## config.mk

```make
export PLATFORM = sky130hd
export DESIGN_NAME = pg_carry_sum_serial_flat
export DESIGN_NICKNAME = d
export VERILOG_FILES = /design/src/rtl/pg_carry_sum_serial_if.sv /design/src/rtl/pg_carry_sum_serial.sv /design/src/flat_wrapper.sv
export SDC_FILE = /design/constraint.sdc
export NUM_CORES = 1
export LEC_CHECK = 0
export CORE_MARGIN = 3
export CORE_UTILIZATION = 60
export DETAILED_ROUTE_END_ITERATION = 10
export DONT_BUFFER_PORTS = 1
export GPL_ROUTABILITY_DRIVEN = 0
export PLACE_DENSITY_LB_ADDON = 0.12
export SYNTH_ARGS = -nofsm -noshare
export SYNTH_HDL_FRONTEND = slang
export SYNTH_SLANG_ARGS = --single-unit
export TNS_END_PERCENT = 30
```

## constraint.sdc

```tcl
create_clock -name clk -period 3.8 [get_ports clk]
set_input_delay 1.14 -clock clk [delete_from_list [all_inputs] [get_ports clk]]
set_output_delay 1.14 -clock clk [all_outputs]
set_load 0.05 [all_outputs]
```

## src/rtl/pg_carry_sum_serial_if.sv

```systemverilog
// Nibble-stream / result handshake bundle for the serial PG carry-sum unit.
// Master drives nibbles and result acceptance; slave is the adder.
interface pg_carry_sum_serial_if #(
    parameter int NIBBLES = 4
);
    logic                   in_valid;
    logic                   in_ready;
    logic [3:0]             p;
    logic [3:0]             g;
    logic                   first;
    logic                   sub;
    logic                   out_valid;
    logic                   out_ready;
    logic [4*NIBBLES-1:0]   sum;
    logic                   cout;
    logic                   ovf;
    logic                   err;

    modport master (
        output in_valid, p, g, first, sub, out_ready,
        input  in_ready, out_valid, sum, cout, ovf, err
    );

    modport slave (
        input  in_valid, p, g, first, sub, out_ready,
        output in_ready, out_valid, sum, cout, ovf, err
    );
endinterface

```

## src/rtl/pg_carry_sum_serial.sv

```systemverilog
// Serial carry-lookahead adder back end: consumes per-nibble propagate/generate
// LSB first, chains the carry and returns sum, carry-out and signed overflow.
module pg_carry_sum_serial #(
    parameter int NIBBLES = 4
) (
    input  logic                    clk,
    input  logic                    rst,
    pg_carry_sum_serial_if.slave    bus
);
    localparam int W  = 4 * NIBBLES;
    localparam int CW = $clog2(NIBBLES + 1);

    typedef enum logic [1:0] {IDLE, ACC, DONE} state_t;

    state_t          state_q;
    logic [CW-1:0]   count_q;
    logic            carry_q;
    logic [W-1:0]    sum_q;
    logic            cout_q;
    logic            ovf_q;
    logic            err_q;

    logic            accept;
    logic            last_nib;
    logic [4:0]      c;
    logic [3:0]      s;

    assign accept   = bus.in_valid && (state_q != DONE);
    assign last_nib = (count_q == CW'(NIBBLES - 1));

    // Two-level lookahead inside the nibble; only the nibble carry is chained.
    always_comb begin
        c    = '0;
        c[0] = bus.first ? bus.sub : carry_q;
        c[1] = bus.g[0] | (bus.p[0] & c[0]);
        c[2] = bus.g[1] | (bus.p[1] & bus.g[0]) | (bus.p[1] & bus.p[0] & c[0]);
        c[3] = bus.g[2] | (bus.p[2] & bus.g[1]) | (bus.p[2] & bus.p[1] & bus.g[0])
             | (bus.p[2] & bus.p[1] & bus.p[0] & c[0]);
        c[4] = bus.g[3] | (bus.p[3] & bus.g[2]) | (bus.p[3] & bus.p[2] & bus.g[1])
             | (bus.p[3] & bus.p[2] & bus.p[1] & bus.g[0])
             | (bus.p[3] & bus.p[2] & bus.p[1] & bus.p[0] & c[0]);
    end

    genvar gi;
    generate
        for (gi = 0; gi < 4; gi++) begin : g_sum_bit
            assign s[gi] = bus.p[gi] ^ c[gi];
        end
    endgenerate

    always_ff @(posedge clk or posedge rst) begin
        if (rst) begin
            state_q <= IDLE;
            count_q <= '0;
            carry_q <= 1'b0;
            sum_q   <= '0;
            cout_q  <= 1'b0;
            ovf_q   <= 1'b0;
            err_q   <= 1'b0;
        end else begin
            err_q <= 1'b0;
            case (state_q)
                IDLE, ACC: begin
                    if (accept) begin
                        if (bus.first) begin
                            // A first nibble always starts fresh, aborting any partial op.
                            sum_q[3:0] <= s;
                            carry_q    <= c[4];
                            count_q    <= CW'(1);
                            if (NIBBLES == 1) begin
                                cout_q  <= c[4];
                                ovf_q   <= c[3] ^ c[4];
                                state_q <= DONE;
                            end else begin
                                state_q <= ACC;
                            end
                        end else if (state_q == ACC) begin
                            sum_q[count_q*4 +: 4] <= s;
                            carry_q               <= c[4];
                            count_q               <= count_q + CW'(1);
                            if (last_nib) begin
                                cout_q  <= c[4];
                                ovf_q   <= c[3] ^ c[4];
                                state_q <= DONE;
                            end
                        end else begin
                            err_q <= 1'b1;
                        end
                    end
                end
                DONE: begin
                    if (bus.out_ready) begin
                        state_q <= IDLE;
                        count_q <= '0;
                    end
                end
                default: state_q <= IDLE;
            endcase
        end
    end

    assign bus.in_ready  = (state_q != DONE);
    assign bus.out_valid = (state_q == DONE);
    assign bus.sum       = sum_q;
    assign bus.cout      = cout_q;
    assign bus.ovf       = ovf_q;
    assign bus.err       = err_q;
endmodule
```

## src/flat_wrapper.sv

```systemverilog
// flat-port wrapper written by rule: the top's interface ports become plain ports
module pg_carry_sum_serial_flat 
#(
    parameter int NIBBLES = 4
)
  (clk, rst, bus_in_valid, bus_p, bus_g, bus_first, bus_sub, bus_out_ready, bus_in_ready, bus_out_valid, bus_sum, bus_cout, bus_ovf, bus_err);
  pg_carry_sum_serial_if #(.NIBBLES(NIBBLES)) bus_i ();
  input  logic clk;
  input  logic rst;
  input wire logic [$bits(bus_i.in_valid)-1:0] bus_in_valid;
  input wire logic [$bits(bus_i.p)-1:0] bus_p;
  input wire logic [$bits(bus_i.g)-1:0] bus_g;
  input wire logic [$bits(bus_i.first)-1:0] bus_first;
  input wire logic [$bits(bus_i.sub)-1:0] bus_sub;
  input wire logic [$bits(bus_i.out_ready)-1:0] bus_out_ready;
  output wire logic [$bits(bus_i.in_ready)-1:0] bus_in_ready;
  output wire logic [$bits(bus_i.out_valid)-1:0] bus_out_valid;
  output wire logic [$bits(bus_i.sum)-1:0] bus_sum;
  output wire logic [$bits(bus_i.cout)-1:0] bus_cout;
  output wire logic [$bits(bus_i.ovf)-1:0] bus_ovf;
  output wire logic [$bits(bus_i.err)-1:0] bus_err;
  assign bus_i.in_valid = bus_in_valid;
  assign bus_i.p = bus_p;
  assign bus_i.g = bus_g;
  assign bus_i.first = bus_first;
  assign bus_i.sub = bus_sub;
  assign bus_i.out_ready = bus_out_ready;
  assign bus_in_ready = bus_i.in_ready;
  assign bus_out_valid = bus_i.out_valid;
  assign bus_sum = bus_i.sum;
  assign bus_cout = bus_i.cout;
  assign bus_ovf = bus_i.ovf;
  assign bus_err = bus_i.err;
  pg_carry_sum_serial #(.NIBBLES(NIBBLES)) u_core (.clk(clk), .rst(rst), .bus(bus_i));
endmodule
```

* After elaboration in Yosys (flattened, before gate mapping)
Cells that the tools add are included.
** Storage, ports and cells
- Flip-flop bits (word level) :: 25
- Bits in latches :: 0
- Bits in writable memories :: 0
- Memory bits (read-only) :: 0
- Bits of input ports :: 14
- Output and inout bits :: 21
- Word-level logic and storage cells :: 83
- Memories kept :: 0
** Cells by class
- Add/sub/neg operators :: 2
- Multiply operators :: 0
- Div/mod/pow operators :: 0
- Magnitude comparators :: 0
- Equal/unequal tests :: 8
- Shifts and indexed selects :: 2
- Muxes and demuxes :: 21
- Bitwise operators :: 32
- Reductions and logical operators :: 10
** Operators with widths (number)
- negation 5 -> 34 bit :: 1
- variable shift 4 x 34 -> 16 bit, first input constant :: 1
- variable part select 4 x 34 -> 16 bit :: 1
- bitwise AND 1 bit :: 16
- bitwise mux 16 bit :: 1
- 2-to-1 mux 3 bit :: 4
- AND reduction 4 bit :: 3
- 2-to-1 mux 2 bit :: 5
- OR 1 bit :: 10
- 2-to-1 mux 4 bit :: 2
- 2-to-1 mux 1 bit :: 7
- inequality test 3 x 2 -> 1 bit, second input constant :: 2
- case mux 3 bit (2 select lines) :: 1
- AND reduction 5 bit :: 1
- bitwise XOR 1 bit :: 5
- inequality test 2 bit, second input constant :: 2
- case mux 2 bit (2 select lines) :: 1
- nonzero test 2 bit :: 2
- adder 3 x 1 -> 3 bit, second input constant :: 1
- equality test 3 x 2 -> 1 bit, second input constant :: 1
- AND reduction 3 bit :: 1
- equality test 2 x 1 -> 1 bit, second input constant :: 1
- equality test 2 bit, second input constant :: 1
- logical NOT 2 bit :: 1
- 4 further kinds :: 4

* Longest topological paths before layout
Gate-level depths: netlist of run 1.
- Depth after elaboration :: 9
- Depth in mapped cells :: 7
- Depth with buffers taken out :: 7

* Worst setup path after synthesis of run 1
Ideal clock, no wire load.
- Path type :: reg2out
- Start point :: register u_core.state_q[0]
- End point :: output port bus_out_valid
- Data arrival time :: 1.378 ns
- Data required time :: 2.660 ns
- Path slack :: 1.282 ns
- Stages on the path, launching flop included :: 4
- Path buffers :: 1
- Path through :: dfrtp_1 -> buf_2 -> nand2b_1 -> inv_1
** On the way
- Cells in the longest elaborated chain, start to end :: 1
** RTL lines
- start, declared :: line pg_carry_sum_serial.sv:15 : state_t state_q;
- start signal, assigned :: line pg_carry_sum_serial.sv:53 : state_q <= IDLE;
- start signal, assigned :: line pg_carry_sum_serial.sv:73 : state_q <= DONE;
- start signal, assigned :: line pg_carry_sum_serial.sv:75 : state_q <= ACC;
- equality test 2 bit :: line pg_carry_sum_serial.sv:103 : assign bus.out_valid = (state_q == DONE);
- end, declared :: line flat_wrapper.sv:17 : output wire logic [$bits(bus_i.out_valid)-1:0] bus_out_valid;
Every way passes these cells.

* Worst setup path in the final report of run 1
Ends and elaborated chain as after synthesis.

==> qor.csv, run 1 <==
stage,metric,value,unit
run_status,outcome,completed,
die,initial_core_util,66.74,%
synthesis,yosys.area_share.xor_xnor,2.163,%
timing,slew_viol_final,0,
clock_network,cts-buffers-inserted,3,
synthesis,netlist_area,1215,um^2
synthesis,yosysSeqAreaShare,51.49,%
finish,final_util,69.42,%
timing,rsz0062_at_grt,false,
die,pin_count,35,
critical_path,crit_type,flop to output pin,
critical_path,end_kind,output pin,
critical_path,arrival,1.79,ns
timing,setup_viol,0,
clock_network,holdBufCountCts,0,
die,dieArea,2601,um^2
clock_network,cts.repair.resized,0,
drt,drt_iter0_markers,14,
clock_network,clkSlewWorstSetupHoldPaths,0.13,ns
die,die_width,51,um
clock_network,post_cts_buffers,0,
power_and_ir_drop,pwr-share-clk,10.7,%
drt,ant_nets,0,
synthesis,synth_top_family_by_area,multiplexers,
clock_network,cts_tree,built,
placed_design,place_area,1237,um^2
power_and_ir_drop,irDropWorstVdd,0.0005677,V
synthesis,synth.avg_cell_area,11.91,um^2
drt,wl,2.138,mm
drt,route.met3.wl,139,um
timing,setup_tns,0,ns
power_and_ir_drop,p_int,0.5335,mW
critical_path,cp_data_required_time,2.66,ns
drt,topRoutingLayerUsed,met4,
hold_path,hp-class,flop to flop,
drt,wl_per_cell,16.57,um
drt,vias,783,
job,cap_violations,0,
synthesis,synthAdderAreaFrac,5.149,%
drt,routed_via_density,6.070,
finish,drive_gt1_share,20.19,%
placed_design,port_buffers,0,
timing,tightest_slew,0.9081,ns
timing,fmax,341.1,MHz
clock_network,cts_buffer_depth,2,
power_and_ir_drop,comb_power_share,22.7,%
power_and_ir_drop,p_sw,0.5687,mW
critical_path,crit_fanout,9,
drt,drc,0,
timing,relSlewSlack,39.39,%
clock_network,htree_levels,1,
drt,drt-met1-wl,912,um
power_and_ir_drop,p_sw_share,51.60,%
synthesis,yosysUniqueCellTypes,29,
global_route,grt_max_degree,26,
synthesis,synthCells,102,
global_route,grt-ovfl-total,0,
synthesis,syn-num-nets,121,
synthesis,synthSimpleGateAreaFrac,12.05,%
synthesis,ys_warn_count,0,
die,dieHeight,51,um
die,core,1821,um^2
finish,final_area,1264,um^2
finish,antennaDiodeCount,0,
global_route,grt_use_total,19.41,%
finish,layout.nets,124,
clock_network,clockRootBuffer,clkbuf_4,
clock_network,clk_latency,0.32,ns
finish,syn_to_final_growth,4.016,%
global_route,antenna_found_initial,0,
synthesis,synth_area_leader_cell,dfrtp_1,
power_and_ir_drop,p_leak,0.5853,nW
power_and_ir_drop,seqPwrFrac,66.5,%
clock_network,cts.sink_count,25,
synthesis,synth_compound_area_share,9.063,%
critical_path,startpoint_type,flop,
timing,post-route-min-period,2.932,ns
timing,clock-skew-final,0.001110,ns
timing,finalHoldViolCount,0,
die,core.rowCount,15,
drt,wl_met2,1.038,mm
power_and_ir_drop,p_per_area,872.2,nW/um^2
global_route,grt_first_pass_wirelength,3.684,mm
global_route,grt_pass1_vias,851,
timing,period_share,77.14,%
placed_design,dp_hpwl,1.671,mm
synthesis,ys_top_cells_by_area,"dfrtp_1 51%, mux2_2 15%, ha_1 5.1%, nor2_1 2.8%, inv_1 2.5%",
synthesis,synth_top_area_share,51.49,%
drt,drtPass1Iterations,4,
synthesis,synth-seq-cells,25,
synthesis,muxShareOfSynthArea,16.89,%
[sequential cells by signal (all words and copies together) (netlist names)]
| name | flops |
|---|---|
| u_core.bus.cout | 1 |
| u_core.bus.sum | 16 |
| u_core.state_q | 2 |
| u_core.bus.err | 1 |
| u_core.carry_q | 1 |
| u_core.count_q | 3 |
| u_core.bus.ovf | 1 |
[power by group through the flow]
| stage | Clock (mW) | Combinational, mW | Sequential, mW |
|---|---|---|---|
| after detailed placement | 0 | 0.255 | 0.742 |
| after floorplan | 0 | 0.224 | 0.712 |
| after CTS | 0.119 | 0.255 | 0.736 |
| final | 0.118 | 0.251 | 0.733 |
| after global placement | 0 | 0.246 | 0.738 |
| after global routing | 0.131 | 0.292 | 0.750 |
[cell usage after synthesis]
cell and number:
or4_1 1, nand3_1 1, nand2b_1 3, nor3_1 2
mux2_4 1, buf_2 1, a22oi_1 1, dfrtp_1 25
ha_1 5, a21o_1 2, nand4_1 3, and4_1 1
nand2_1 2, mux2i_1 1, xnor2_1 3, and3_1 1
or3_1 1, nand4bb_1 1, a31oi_1 4, inv_1 8
o21bai_1 1, a21oi_1 1, mux2_2 16, clkbuf_1 1
nor2b_1 2, nor2_1 9, o2111ai_1 1, a221oi_4 1
o21ai_0 3
[stage by stage]
stage / hold slack [ns] / power (mW) / setup slack [ns] / cells
CTS: 0.5056 / 1.111 / 0.8677 / 129
floorplan: 0.4408 / 0.9360 / 1.282 / 102
global route: 0.5338 / 1.173 / 0.7870 / 129
finish: 0.5083 / 1.102 / 0.8685 / 129
detailed placement: 0.4882 / 0.9967 / 1.237 / 125
global placement: 0.4753 / 0.9846 / 1.272 / 125
[final timing paths]
| path | from | slack (ns) | endpoint | cells after the start |
|---|---|---|---|---|
| max | u_core.state_q[0]$_DFFE_PP0P_ | 0.87 | bus_out_valid | 2 |
| min | u_core.state_q[1]$_DFFE_PP0P_ | 0.51 | u_core.state_q[0]$_DFFE_PP0P_ | 1 |
| max reg2reg | u_core.count_q[0]$_DFFE_PP0P_ | 1.69 | u_core.bus.sum[15]$_DFFE_PP0P_ | 6 |
| min reg2reg | u_core.state_q[1]$_DFFE_PP0P_ | 0.51 | u_core.state_q[0]$_DFFE_PP0P_ | 1 |
| max in group asynchronous | rst | 2.36 | u_core.bus.ovf$_DFFE_PP0P_ | 1 |
| min in group asynchronous | rst | 0.89 | u_core.bus.sum[1]$_DFFE_PP0P_ | 1 |
[layer usage]
metal,track usage [%],up-vias
li1,-,371
met1,21.99,387
met2,31.55,20
met3,6.706,5
met4,11.21,0
met5,0,-
[layout make-up]
type / count / area, um^2
Fill cell: 141 / 556.8
Tap cell: 25 / 31.28
Sequential cell: 25 / 625.6
Multi-Input combinational cell: 67 / 550.5
Clock buffer: 4 / 26.28
Inverter: 8 / 30.03
[layout by cell type, fill, tap and decap left out, types with 2 or more instances in the layout]
cell and instances:
nor3_1 2, nand2_1 2, inv_1 8, nor2_1 9, nor2b_1 2, a31oi_1 4
o21ai_0 3, ha_1 5, dfrtp_1 25, xnor2_1 3, clkbuf_4 3, nand2b_1 3
a21o_1 2, nand4_1 3, mux2_2 16
[kinds of logic after synthesis]
| kind of cell | Yosys count |
|---|---|
| DFF | 25 |
| buffers and inverters | 10 |
| and+or+nand+nor | 27 |
| adders and majority gates | 5 |
| AOI/OAI and AO/OA | 14 |
| xor gates and xnor gates | 3 |
| muxes | 18 |
[worst max-delay path, cell delays in order (launching register included)]
cell and delay [ns]:
dfrtp_1 0.49, nand2b_1 0.48, inv_1 0.50
Power figures use the tool's default switching activity.
==> run 2, diff against run 1 <==
==> constraint.sdc (replaced) <==
create_clock -name clk -period 2.76 [get_ports clk]
set_input_delay 0.828 -clock clk [delete_from_list [all_inputs] [get_ports clk]]
set_output_delay 0.828 -clock clk [all_outputs]
set_load 0.05 [all_outputs]
==> run 2 against run 1 <==
Net effect: sequential share of layout area is 0.49 points lower; worst setup slack worse by 0.30 ns; combinational power is 39% higher; routed wire length is 4.3% higher; largest power group unchanged; clock power is 47% higher; critical path type unchanged; via count is 1.3% lower; core utilization is 0.69 points higher; die area stayed put; non-clock buffer count is 1 higher.
==> qor.csv, run 2 (synthesis gave the netlist of run 1 again) <==
stage,metric,value,unit,change
finish,antennaDiodeCount,0,,unchanged
finish,final_util,70.10,%,+0.69 points
drt,routed_via_density,5.946,,-2.0%
power_and_ir_drop,seqPwrFrac,66.0,%,-0.5 points
die,dieHeight,51,um,unchanged
critical_path,path_cells,"nand2b_1, inv_1",,
global_route,grt_pass1_vias,803,,-5.6%
critical_path,r2r_start,u_core.count_q[0]$_DFFE_PP0P_,,
global_route,grt_max_degree,26,,unchanged
hold_path,holdPathEnd,u_core.state_q[0]$_DFFE_PP0P_,,
die,dieArea,2601,um^2,unchanged
finish,drive_gt1_share,21.90,%,+1.7 points
finish,layout_common_cells,"25 x dfrtp_1, 16 x mux2_2, 9 x nor2_1",,
placed_design,place_area,1245,um^2,+0.61%
clock_network,cts_buffer_depth,2,,unchanged
finish,layout.nets,125,,+0.81%
critical_path,r2r_end,u_core.bus.sum[12]$_DFFE_PP0P_,,
clock_network,cts.repair.resized,0,,unchanged
timing,setup_viol,0,,unchanged
drt,drtPass1Iterations,4,,unchanged
finish,final_area,1276,um^2,+0.99%
clock_network,cts.sink_count,25,,unchanged
global_route,grt_use_total,20.31,%,+0.90 points
timing,setup_tns,0,ns,unchanged
power_and_ir_drop,p_sw_share,51.85,%,+0.25 points
clock_network,clockRootBuffer,clkbuf_4,,
timing,rsz0062_at_grt,false,,
power_and_ir_drop,irDropWorstVdd,0.0008445,V,+49%
drt,drc,0,,unchanged
placed_design,dp_cells,126,,+0.80%
timing,period_share,79.44,%,
clock_network,htree_levels,1,,unchanged
die,core.rowCount,15,,unchanged
critical_path,end_kind,output pin,,
critical_path,cp_data_required_time,1.93,ns,-0.73 ns
timing,relSlewSlack,39.88,%,+0.49 points
timing,post-route-min-period,2.193,ns,
timing,fmax,456.1,MHz,
clock_network,clk_latency,0.33,ns,about the same
die,pin_count,35,,unchanged
critical_path,r2r_slack,0.68,ns,-1.01 ns
power_and_ir_drop,p_sw,0.7944,mW,+40%
clock_network,clkSlewWorstSetupHoldPaths,0.13,ns,about the same
critical_path,arrival,1.36,ns,-0.43 ns
hold_path,min_from,u_core.state_q[1]$_DFFE_PP0P_,,
power_and_ir_drop,comb_power_share,22.7,%,about the same
global_route,grt-ovfl-total,0,,unchanged
global_route,antenna_found_initial,0,,unchanged
clock_network,post_cts_buffers,0,,unchanged
job,cap_violations,0,,unchanged
critical_path,crit_cells,2,,unchanged
critical_path,crit_fanout,9,,unchanged
timing,slew_viol_final,0,,unchanged
placed_design,dp_hpwl,1.759,mm,+5.2%
critical_path,crit_family,flip-flops,,
timing,clock-skew-final,0.009908,ns,+0.008798 ns
critical_path,crit_type,flop to output pin,,
power_and_ir_drop,p_leak,0.5929,nW,+1.3%
drt,drt_iter0_markers,14,,unchanged
clock_network,holdBufCountCts,0,,unchanged
die,core,1821,um^2,unchanged
drt,wl_per_cell,17.15,um,+3.5%
finish,syn_to_final_growth,5.046,%,
run_status,outcome,completed,,
placed_design,port_buffers,0,,unchanged
drt,ant_nets,0,,unchanged
finish,largest_reg_flops,16,,unchanged
global_route,grt_first_pass_wirelength,3.808,mm,+3.4%
critical_path,critPathMaxStageDelay,0.49,ns,about the same
power_and_ir_drop,pwr-share-clk,11.3,%,+0.6 points
hold_path,hp-class,flop to flop,,
clock_network,cts_tree,built,,
timing,tightest_slew,0.9009,ns,-0.007273 ns
critical_path,path_buf_inv,1,,unchanged
die,die_width,51,um,unchanged
finish,final_common_cell,dfrtp_1,,
drt,vias,773,,-1.3%
finish,layout.cells.non_filler,130,,+0.78%
power_and_ir_drop,p_per_area,1201,nW/um^2,+38%
timing,finalHoldViolCount,0,,unchanged
clock_network,cts-buffers-inserted,3,,unchanged
critical_path,crit_slowest_cell,dfrtp_1,,
drt,wl,2.230,mm,+4.3%
die,initial_core_util,66.74,%,unchanged
critical_path,reg2reg_depth,6,,unchanged
power_and_ir_drop,p_int,0.7378,mW,+38%
hold_path,whs_path_depth,1,,unchanged
critical_path,startpoint_type,flop,,
## run 2: changes by cell type in the layout (fill, tap and decap cells not counted)
cell,previous run,this run
buf_4,0,1
clkbuf_1,1,0
inv_6,0,1
## run 2: worst register-to-register path, stage by stage (launching register included)
cell       delay (ns)
dfrtp_1          0.42
inv_1            0.11
ha_1             0.21
ha_1             0.29
nand4bb_1        0.12
or4_1            0.54
mux2_2           0.32
## run 2: how the worst max path moves through the flow
stage	from	slack, ns	end
CTS	u_core.state_q[0]$_DFFE_PP0P_	0.57	bus_out_valid
floorplan	u_core.state_q[0]$_DFFE_PP0P_	0.55	bus_out_valid
detailed placement	u_core.count_q[0]$_DFFE_PP0P_	0.69	u_core.bus.sum[14]$_DFFE_PP0P_
global route	u_core.state_q[0]$_DFFE_PP0P_	0.48	bus_out_valid
finish	u_core.state_q[0]$_DFFE_PP0P_	0.57	bus_out_valid
global placement	bus_first	0.71	u_core.bus.sum[3]$_DFFE_PP0P_
## run 2: layout make-up
| type | instances | area (um^2) |
|---|---|---|
| flip-flops and latches | 25 | 625.6 |
| multi-input cells | 67 | 550.5 |
| fillers | 149 | 544.3 |
| well taps | 25 | 31.28 |
| inverters | 8 | 30.03 |
| clock buffers | 3 | 22.52 |
| clock inverters | 1 | 8.758 |
| repair buffers | 1 | 7.507 |
## run 2: routing by layer
metal	GRT usage [%]	part of all wire [%]
met1	23.84	39
met2	33.48	52
met3	8.746	7.4
met4	6.278	1.1
met5	0	0
## run 2: power groups by stage
stage | sequential [mW] | clock (mW) | combinational, mW
floorplan | 0.980 | 0 | 0.309
global placement | 1.02 | 0 | 0.335
detailed placement | 1.02 | 0 | 0.352
CTS | 1.02 | 0.177 | 0.352
global route | 1.03 | 0.195 | 0.401
finish | 1.01 | 0.173 | 0.348
## run 2: stage by stage
stage / hold WS, ns / power, mW / setup WS (ns)
2_1_floorplan: 0.4408 / 1.289 / 0.5537
3_3_place_gp: 0.4636 / 1.355 / 0.7121
3_5_place_dp: 0.4882 / 1.374 / 0.6853
4_1_cts: 0.5076 / 1.545 / 0.5666
5_1_grt: 0.5294 / 1.630 / 0.4752
6_report: 0.5061 / 1.532 / 0.5674
